--- src/rtl/npc_pkg.sv ---
// npc_pkg: shared types, default addresses and counter helpers for the next-PC predictor
package npc_pkg;
  typedef enum logic [1:0] {SNT = 2'b00, WNT = 2'b01, WT = 2'b10, ST = 2'b11} ctr_e;
  typedef enum logic [1:0] {NONE, EXC, ERET, MISPRED} redirect_e;
  localparam logic [31:0] DEF_RESET_PC   = 32'h0000_3000;
  localparam logic [31:0] DEF_EXC_VECTOR = 32'h0000_4180;
  function automatic ctr_e ctr_step(input ctr_e c, input logic taken);
    return taken ? (c == ST ? ST : ctr_e'(c + 2'd1)) : (c == SNT ? SNT : ctr_e'(c - 2'd1));
  endfunction
endpackage

--- src/rtl/npc_btb.sv ---
// npc_btb: direct-mapped branch target buffer with 2-bit counters; only built when NPC_BTB_EN is defined
`ifdef NPC_BTB_EN
module npc_btb
  import npc_pkg::*;
#(
  parameter int BTB_ENTRIES = 16
) (
  input  logic        clk,
  input  logic        reset,
  input  logic [31:2] lk_pc,
  input  logic        upd_en,
  input  logic [31:2] upd_pc,
  input  logic        upd_taken,
  input  logic [31:2] upd_target,
  output logic        hit_taken,
  output logic [31:0] hit_target
);
  localparam int IDX_W = $clog2(BTB_ENTRIES);
  localparam int TAG_W = 30 - IDX_W;
  logic [BTB_ENTRIES-1:0] valid_q;
  logic [TAG_W-1:0]       tag_q [BTB_ENTRIES];
  logic [29:0]            tgt_q [BTB_ENTRIES];
  ctr_e                   ctr_q [BTB_ENTRIES];
  logic [IDX_W-1:0] lk_idx, up_idx;
  logic [TAG_W-1:0] lk_tag, up_tag;
  logic             up_hit;
  always_comb begin
    lk_idx     = lk_pc[IDX_W+1:2];
    lk_tag     = lk_pc[31:IDX_W+2];
    up_idx     = upd_pc[IDX_W+1:2];
    up_tag     = upd_pc[31:IDX_W+2];
    up_hit     = valid_q[up_idx] && tag_q[up_idx] == up_tag;
    hit_taken  = valid_q[lk_idx] && tag_q[lk_idx] == lk_tag && ctr_q[lk_idx][1];
    hit_target = {tgt_q[lk_idx], 2'b00};
  end
  // a miss only allocates when taken; a hit always trains the counter
  always_ff @(posedge clk) begin
    if (reset) begin
      valid_q <= '0;
      for (int i = 0; i < BTB_ENTRIES; i++) begin
        tag_q[i] <= '0;
        tgt_q[i] <= '0;
        ctr_q[i] <= SNT;
      end
    end else if (upd_en && (up_hit || upd_taken)) begin
      valid_q[up_idx] <= 1'b1;
      ctr_q[up_idx]   <= up_hit ? ctr_step(ctr_q[up_idx], upd_taken) : WT;
      if (upd_taken) begin
        tag_q[up_idx] <= up_tag;
        tgt_q[up_idx] <= upd_target;
      end
    end
  end
endmodule
`endif

--- src/rtl/npc_predict.sv ---
// npc_predict: fetch PC register, prioritised next-PC mux and flush; BTB prediction enabled by NPC_BTB_EN
module npc_predict
  import npc_pkg::*;
#(
  parameter logic [31:0] RESET_PC    = DEF_RESET_PC,
  parameter logic [31:0] EXC_VECTOR  = DEF_EXC_VECTOR,
  parameter int          BTB_ENTRIES = 16
) (
  input  logic        clk,
  input  logic        reset,
  input  logic        stall,
  input  logic        exc_req,
  input  logic        eret_req,
  input  logic [31:0] epc,
  input  logic        res_valid,
  input  logic [31:0] res_pc,
  input  logic        res_taken,
  input  logic [31:0] res_target,
  input  logic        res_pred_taken,
  input  logic [31:0] res_pred_target,
  output logic [31:0] if_pc,
  output logic [31:0] if_pc_add4,
  output logic        pred_taken,
  output logic [31:0] pred_target,
  output logic        flush
);
  logic [31:2] pc_q, next_pc, redir_pc;
  logic        mispredict;
  redirect_e   cause;
  logic        unused_bits;
  assign if_pc      = {pc_q, 2'b00};
  assign if_pc_add4 = {pc_q + 30'd1, 2'b00};
`ifdef NPC_BTB_EN
  npc_btb #(.BTB_ENTRIES(BTB_ENTRIES)) u_btb (
    .clk       (clk),
    .reset     (reset),
    .lk_pc     (pc_q),
    .upd_en    (res_valid & ~exc_req),
    .upd_pc    (res_pc[31:2]),
    .upd_taken (res_taken),
    .upd_target(res_target[31:2]),
    .hit_taken (pred_taken),
    .hit_target(pred_target)
  );
  assign mispredict  = res_valid & ((res_taken != res_pred_taken) |
                       (res_taken & ({res_target[31:2], 2'b00} != res_pred_target)));
  assign unused_bits = ^{epc[1:0], res_pc[1:0], res_target[1:0]};
`else
  assign pred_taken  = 1'b0;
  assign pred_target = if_pc_add4;
  assign mispredict  = res_valid & res_taken;
  assign unused_bits = ^{epc[1:0], res_pc[1:0], res_target[1:0], res_pred_taken, res_pred_target};
`endif
  always_comb begin
    cause    = exc_req ? EXC : eret_req ? ERET : mispredict ? MISPRED : NONE;
    redir_pc = res_taken ? res_target[31:2] : res_pc[31:2] + 30'd1;
    next_pc  = cause == EXC     ? EXC_VECTOR[31:2] :
               cause == ERET    ? epc[31:2] :
               cause == MISPRED ? redir_pc :
               stall            ? pc_q :
               pred_taken       ? pred_target[31:2] : pc_q + 30'd1;
  end
  assign flush = cause != NONE;
  always_ff @(posedge clk) begin
    pc_q <= reset ? RESET_PC[31:2] : next_pc;
  end
endmodule
--- config.mk ---
export PLATFORM = sky130hd
export DESIGN_NAME = npc_predict
export DESIGN_NICKNAME = d
export VERILOG_FILES = /design/src/rtl/npc_pkg.sv /design/src/rtl/npc_btb.sv /design/src/rtl/npc_predict.sv
export SDC_FILE = /design/constraint.sdc
export NUM_CORES = 1
export LEC_CHECK = 0
export CELL_PAD_IN_SITES_DETAIL_PLACEMENT = 2
export CELL_PAD_IN_SITES_GLOBAL_PLACEMENT = 2
export CORE_MARGIN = 2
export CORE_UTILIZATION = 14
export CTS_CLUSTER_SIZE = 12
export DETAILED_ROUTE_END_ITERATION = 12
export PLACE_DENSITY_LB_ADDON = 0.1
export SYNTH_ARGS = -nofsm -noshare
export SYNTH_HDL_FRONTEND = slang
export SYNTH_SLANG_ARGS = --single-unit
--- constraint.sdc ---
create_clock -name clk -period 2.1 [get_ports clk]
set_clock_uncertainty 0.1 [all_clocks]
set_input_delay 0.315 -clock clk [delete_from_list [all_inputs] [get_ports clk]]
set_output_delay 0.315 -clock clk [all_outputs]
set_load 0.01 [all_outputs]
==> summary.txt, run 1 <==
final wirelength: 16590 um
library cells used by synthesis: 57
Yosys Warn Count: 0
DR vias/cell: 4.405
largest net degree at the start of global routing: 14
Core ar.: 0.01877 mm^2
vias in the first global route: 4392
synthesized flop and latch total: 30
Worst Path Required: 2200 ps
die height: 142.4 um
Max Cap Viol: 0
CTS Buf Count: 5
top_reg_cell synth: dfxtp_1
IO Count: 234
minimum clock period: 2414 ps
Fill cells: 2097
Final period util: 1.149
Syn Inst Count: 351
gr usage total: 0.1617
worst skew pair latency: 280 ps
Netlist Area Pre-Place: 0.002680 mm^2
CP max stage delay: 530 ps
CP startpoint kind: register
Pleak: 2.791 nW
Top Registers: pc_q (30)
Clock Pin Slew Worst Setup and Hold Paths: 60 ps
CTS tree: built
CP most frequent cell: buf_4
Max Slew Vio Count: 0
end-of-flow core utilization: 0.3382
DRC: 0
full die area: 0.02027 mm^2
Reg with most FFs: pc_q
Final ANT Viol Nets: 0
min-delay worst type: register to register
grt ovf: 0
pwr dens: 345.4 mW/mm^2
largest area contributor in the synthesized netlist: dfxtp_1
Final setup viols: 51
die width: 142.4 um
max reg flops: 30
RSZ-0062 raised after global routing: yes
Syn Area/Cell: 7.636 um^2
worst IR drop on VDD: 219.6 uV
CP delay by family, top: simple AND/OR/NAND/NOR gates
initial antenna violation count: 0
Root Buffer: clkbuf_16
register area: 629.4 um^2
RePlAce Congestion: 0.7591
Max Root-Sink Buffers: 2
Final Hold Viols: 0
total iterations of the first detailed-routing run: 6
DP Wirelength: 12540 um
Data arrival, critical path: 2520 ps
port bufs: 157
global-route wire length before repair: 25120 um
Antenna diodes: 0
nets: 763
Initial Util: 0.1428
share of flip-flops with an asynchronous set or reset: 0
DR vias: 3793
main area contributors after synthesis: dfxtp_1 22%, buf_4 10%, xnor2_1 6.2%
PnR worst setup slack: -313.7 ps
CTS H-tree depth: 2
Worst setup EP type: register
layout cells sized above 1: 0.5072
routed len/inst: 19.26 um
Rows: 50
Setup CP Type: register to register
Multi-input gate area: 0.002362 mm^2
Post-synth EDFFs: 0
Crit Path Max Fanout: 4
Max Freq: 414.3 MHz
CTS Sinks: 30
Initial DRC Count: 194
violated checks: setup timing
crit-path cells: nand3_4 -> buf_4 -> nor4_4 -> buf_4 -> buf_12 -> nand4_1 -> buf_4 -> or4_4 -> a31oi_2
dpl ws: -354.0 ps
proportion of netlist area held by the largest area contributor: 0.2241
Buf/Inv on CP: 4
status: finished, violations left
Area Overhead vs Synth: 136.8%
Seq/Total Area, Yosys: 0.2241
CP max-delay cell: or4_4
hold slack: 495.1 ps
==> cell usage in the layout (no fill, tap or decap), types with 3 or more instances in the layout <==
master           Yosys  routed
a211oi_1             5       4
a21oi_1             19      18
a221o_1              4       4
a221oi_1             3       3
a222oi_1             7       7
a22oi_1              4       4
a311oi_1             3       3
a31oi_1              8       6
and2_1               3       3
and3_1               4       4
buf_12               0       8
buf_2                1      28
buf_4               37     136
buf_6                0      40
clkbuf_16            0       5
clkdlybuf4s50_1      0      96
conb_1               1       7
dfxtp_1             30      15
dfxtp_2              0      11
dfxtp_4              0       4
dlygate4sd2_1        0       8
inv_1               10      10
nand2_1             20      14
nand2_4              0       5
nand3_1             13       7
nand3_4              0       9
nand4_1              5       5
nand4_4              1       3
nor2_1              37      32
nor2_4               0       3
nor3_1               8       5
nor4_4               3       6
o21ai_0             17      17
o221a_2              3       3
o2bb2ai_1            4       3
or4_4                0       6
xnor2_1             19       3
xnor2_2              0      10
xnor2_4              0       6
xor2_2               0       7
==> synthesized netlist by cell type, drive strengths merged, types with 2 or more instances <==
| cell type | instances |
|---|---|
| a2111oi | 2 |
| a211oi | 5 |
| a21oi | 19 |
| a221o | 4 |
| a221oi | 3 |
| a222oi | 7 |
| a22oi | 4 |
| a311oi | 3 |
| a31oi | 8 |
| and2 | 3 |
| and3 | 4 |
| buf | 40 |
| clkbuf | 21 |
| dfxtp | 30 |
| inv | 10 |
| mux2i | 2 |
| nand2 | 20 |
| nand3 | 16 |
| nand4 | 8 |
| nor2 | 37 |
| nor2b | 2 |
| nor3 | 8 |
| nor4 | 8 |
| o211ai | 2 |
| o21a | 2 |
| o21ai | 17 |
| o221a | 3 |
| o221ai | 2 |
| o2bb2ai | 4 |
| o31ai | 3 |
| or2 | 2 |
| or3 | 2 |
| or4 | 8 |
| xnor2 | 19 |
| xor2 | 9 |
==> worst paths after layout <==
kind | cells past startpoint | endpoint | slack, ps | start
worst max-delay path | 9 | pc_q[23] | -310 | pc_q[5]
worst min-delay path | 2 | pc_q[31] | 500 | pc_q[31]
worst max register to register | 9 | pc_q[23] | -310 | pc_q[5]
worst min register to register | 2 | pc_q[31] | 500 | pc_q[31]
==> layout make-up <==
type | instances | share of cell area
clock buffers | 7 | 0.02247
well taps | 234 | 0.04613
multi-input cells | 256 | 0.3722
flip-flops and latches | 30 | 0.09915
inverters | 10 | 0.005914
repair buffers | 323 | 0.4534
clock inverters | 1 | 0.0007885
==> layer usage <==
layer,GRT usage,vias to the layer above,share of wire
li1,-,1802,-
met3,0.03129,2,0.048
met5,0,-,0
met4,0.02241,0,0.0023
met1,0.1915,1875,0.41
met2,0.3074,114,0.54
==> power by group <==
group | internal (mW) | switching, mW
logic | 0.446 | 0.375
clock network | 0.470 | 0.273
registers | 0.598 | 0.0291
==> cells by family (layout without fill, tap and decap cells) <==
kind of cell,after synthesis,in the layout,share of synthesized area
AND/OR/NAND/NOR,124,124,0.2703
XOR/XNOR,28,28,0.09151
buffers and inverters,71,341,0.1517
flip-flops,30,30,0.2241
multiplexers,2,2,0.007470
AO/OA/AOI/OAI,94,94,0.2488
adder cells (fa/ha/maj),1,1,0.004668
other,1,7,0.001399
==> worst register-to-register path, delay by kind of cell (launching register included) <==
family | cells | cell delay (ps)
AOI/OAI and AO/OA | 1 | 180
buffers and inverters | 4 | 650
DFF | 1 | 360
and+or+nand+nor | 4 | 1040
==> stage by stage <==
step	TNS [ps]	instance area, um^2	power, mW	std cells
after detailed placement	-18450	5310	1.419	800
final	-8198	6347	2.192	861
after floorplan	-112.5	2897	0.9461	357
after global placement	-17290	5310	1.413	800
after global routing	-13470	6347	2.319	861
after CTS	-9595	6113	2.195	854
==> what timing repair did <==
item / 4_1_cts / 5_1_grt
cloned: 1 / 0
endpoints found under the hold margin: 0 / 0
pin swaps: 38 / 37
resized for setup: 291 / 48
setup endpoints to repair: 64 / 69
hold buffers: 0 / 0
buffers inserted: 47 / 11
Power figures use the tool's default switching activity.
==> run 2: changes to the inputs <==
--- a/config.mk
+++ b/config.mk
@@ -7,11 +7,12 @@
 export LEC_CHECK = 0
 export CELL_PAD_IN_SITES_DETAIL_PLACEMENT = 2
 export CELL_PAD_IN_SITES_GLOBAL_PLACEMENT = 2
-export CORE_MARGIN = 2
+export CORE_MARGIN = 5
 export CORE_UTILIZATION = 14
 export CTS_CLUSTER_SIZE = 12
 export DETAILED_ROUTE_END_ITERATION = 12
 export PLACE_DENSITY_LB_ADDON = 0.1
+export RECOVER_POWER = 50
 export SYNTH_ARGS = -nofsm -noshare
 export SYNTH_HDL_FRONTEND = slang
 export SYNTH_SLANG_ARGS = --single-unit
==> run 2 against run 1 <==
Against the previous run: the run still ends with setup timing left; count of clock-buffer cells in the layout stayed put; sequential share of layout area grew 0.081 points; clock power increased by 4.2%; critical path depth shrank 1; sequential cell count is the same; die area up 8.6%; routed wire length rose by 2.2%; design area fell by 0.61%; critical endpoint is now pred_target[16]; largest power group unchanged.
==> summary.txt, run 2 (synthesis gave the netlist of run 1 again) <==
CTS tree: built (unchanged)
Antenna diodes: 0 (unchanged)
CP startpoint kind: register (unchanged)
worst reg2reg path startpoint: pc_q[3] (was pc_q[5])
crit-path cells: ha_4 -> nand2_4 -> nor4_4 -> buf_12 -> buf_4 -> buf_4 -> xor2_4 -> buf_2 (was nand3_4 -> buf_4 -> nor4_4 -> buf_4 -> buf_12 -> nand4_1 -> buf_4 -> or4_4 -> a31oi_2)
min-delay worst type: register to register (unchanged)
Max Cap Viol: 0 (unchanged)
CP most frequent cell: buf_4 (unchanged)
reg-to-reg endpoint: pc_q[30] (was pc_q[23])
Setup CP Type: register to primary output (was register to register)
Final period util: 1.120 (was 1.149)
Top Registers: pc_q (30) (unchanged)
critical path depth in cells: 8 (was 9)
RSZ-0062 raised after global routing: yes (unchanged)
CTS hold repair buffers: 0 (unchanged)
grt met2 use: 0.2724 (was 0.3074)
total iterations of the first detailed-routing run: 5 (was 6)
Final Hold Viols: 0 (unchanged)
most frequent cells in the layout: 136 x buf_4, 71 x clkdlybuf4s50_1, 38 x buf_6, 35 x buf_2, 33 x nor2_1 (was 136 x buf_4, 96 x clkdlybuf4s50_1, 40 x buf_6, 32 x nor2_1, 28 x buf_2)
worst IR drop on VDD: 241.5 uV (was 219.6 uV)
Pleak: 2.895 nW (was 2.791 nW)
vias in the first global route: 4316 (was 4392)
nets: 766 (was 763)
largest net degree at the start of global routing: 13 (was 14)
Initial DRC Count: 100 (was 194)
commonest non-fill, non-tap cell in the layout: buf_4 (unchanged)
Crit Path Max Fanout: 7 (was 4)
DR vias/cell: 4.395 (was 4.405)
grt ovf: 0 (unchanged)
CTS H-tree depth: 2 (unchanged)
CP delay by family, top: buffers and inverters (was simple AND/OR/NAND/NOR gates)
port bufs: 157 (unchanged)
Worst Reg-to-Reg Cells: 10 (was 9)
RePlAce Congestion: 0.7632 (was 0.7591)
minimum clock period: 2353 ps (was 2414 ps)
DRC: 0 (unchanged)
DR vias: 3797 (was 3793)
die width: 148.4 um (was 142.4 um)
max reg flops: 30 (unchanged)
Final ANT Viol Nets: 0 (unchanged)
Initial Util: 0.1428 (unchanged)
status: finished, violations left (unchanged)
Worst Path Required: 1680 ps (was 2200 ps)
Max Slew Vio Count: 0 (unchanged)
Worst setup EP type: primary output (was register)
placed cell count: 807 (was 800)
CTS Buf Count: 5 (unchanged)
initial antenna violation count: 0 (unchanged)
Core ar.: 0.01877 mm^2 (unchanged)
IO Count: 234 (unchanged)
Final setup viols: 49 (was 51)
met1 usage: 0.1811 (was 0.1915)
GR Util met3: 0.03534 (was 0.03129)
Root Buffer: clkbuf_16 (unchanged)
full die area: 0.02201 mm^2 (was 0.02027 mm^2)
layout cells sized above 1: 0.5127 (was 0.5072)
violated checks: setup timing (unchanged)
CP max-delay cell: dfxtp_4 (was or4_4)
routed len/inst: 19.61 um (was 19.26 um)
Data arrival, critical path: 1940 ps (was 2520 ps)
CP max stage delay: 380 ps (was 530 ps)
Non-Filler Instances: 864 (was 861)
Critical Path Start: pc_q[3] (was pc_q[5])
worst skew pair latency: 290 ps (was 280 ps)
Buf/Inv on CP: 4 (unchanged)
global-route wire length before repair: 25580 um (was 25120 um)
final wirelength: 16950 um (was 16590 um)
Multi-input gate area: 0.002350 mm^2 (was 0.002362 mm^2)
Reg with most FFs: pc_q (unchanged)
DP Wirelength: 13200 um (was 12540 um)
crit path to: pred_target[16] (was pc_q[23])
Clock Pin Slew Worst Setup and Hold Paths: 60 ps (about the same)
pwr dens: 350.9 mW/mm^2 (was 345.4 mW/mm^2)
register area: 630.6 um^2 (was 629.4 um^2)
die height: 148.4 um (was 142.4 um)
Max Root-Sink Buffers: 2 (unchanged)
Most Used Layer, Global Route: met2 (unchanged)
gr usage total: 0.1489 (was 0.1617)
Fill cells: 2084 (was 2097)
FF-to-FF setup slack: -250 ps (was -310 ps)
Area Overhead vs Synth: 135.4% (was 136.8%)
hold path depth: 2 (unchanged)
Fin Setup TNS: -7231 ps (was -8198 ps)
Max Freq: 425.1 MHz (was 414.3 MHz)
PnR worst setup slack: -252.6 ps (was -313.7 ps)
hold slack: 465.5 ps (was 495.1 ps)
CTS Sinks: 30 (unchanged)
Rows: 50 (unchanged)
-- run 2: cell count changes in the layout (fill, tap and decap cells not counted), sizes merged --
cell	delta
clkdlybuf4s50	-25
clkbuf	+4
dlygate4sd2	-6
dlygate4sd3	+28
dlymetal6s2s	-1
buf	+4
clkdlybuf4s15	-1
-- run 2: metrics by stage --
| stage | power (mW) | area, um^2 | utilization | worst slack, ps |
|---|---|---|---|---|
| 2_1_floorplan | 0.9461 | 2897 | - | -51.79 |
| 3_3_place_gp | 1.423 | 5350 | 0.2851 | -345.9 |
| 3_5_place_dp | 1.432 | 5350 | 0.2851 | -415.3 |
| 4_1_cts | 2.220 | 5801 | 0.3091 | -376.6 |
| 5_1_grt | 2.323 | 6309 | 0.3361 | -332.9 |
| 6_report | 2.214 | 6309 | 0.3361 | -252.6 |
-- run 2: how the worst min path moves through the flow --
| stage | startpoint | to | slack (ps) |
|---|---|---|---|
| detailed placement | pc_q[31] | pc_q[31] | 470 |
| CTS | pc_q[31] | pc_q[31] | 480 |
| floorplan | reset | pc_q[8] | 280 |
| global route | pc_q[31] | pc_q[31] | 510 |
| global placement | pc_q[31] | pc_q[31] | 440 |
| finish | pc_q[31] | pc_q[31] | 470 |
-- run 2: final cells by class --
| cell class | instances | share of cell area |
|---|---|---|
| Tap cell | 234 | 0.04641 |
| Clock buffer | 7 | 0.02261 |
| Inverter | 10 | 0.005950 |
| Clock inverter | 1 | 0.0007933 |
| Timing Repair Buffer | 326 | 0.4518 |
| Multi-Input combinational cell | 256 | 0.3725 |
| Sequential cell | 30 | 0.09996 |
-- run 2: worst min-delay path: stages, from the launching register on --
cell and delay [ps]:
dfxtp_1 350, o21ai_0 90, a31oi_1 80
-- run 2: what timing repair did --
item                                    4_1_cts  5_1_grt
endpoints found under the setup margin       66       64
buffers inserted                             27       32
resized for setup                           249       92
pin swaps                                    25       30
cloned                                        0        0
-- run 2: layer usage --
| metal | vias up | wire, um |
|---|---|---|
| met5 | - | 0 |
| met4 | 0 | 130 |
| met3 | 9 | 922 |
| met2 | 119 | 8721 |
| met1 | 1856 | 7170 |
| li1 | 1813 | - |
-- run 2: power by group --
group	total [mW]	internal (mW)	switching [mW]
logic	0.813	0.437	0.376
clock network	0.775	0.471	0.304
registers	0.626	0.597	0.0292
==> run 3: changes to the inputs <==
--- a/config.mk
+++ b/config.mk
@@ -9,7 +9,6 @@
 export CELL_PAD_IN_SITES_GLOBAL_PLACEMENT = 2
 export CORE_MARGIN = 5
 export CORE_UTILIZATION = 14
-export CTS_CLUSTER_SIZE = 12
 export DETAILED_ROUTE_END_ITERATION = 12
 export PLACE_DENSITY_LB_ADDON = 0.1
 export RECOVER_POWER = 50
==> results of run 3 <==
Final layout, timing and power as in run 2 (identical DEF).
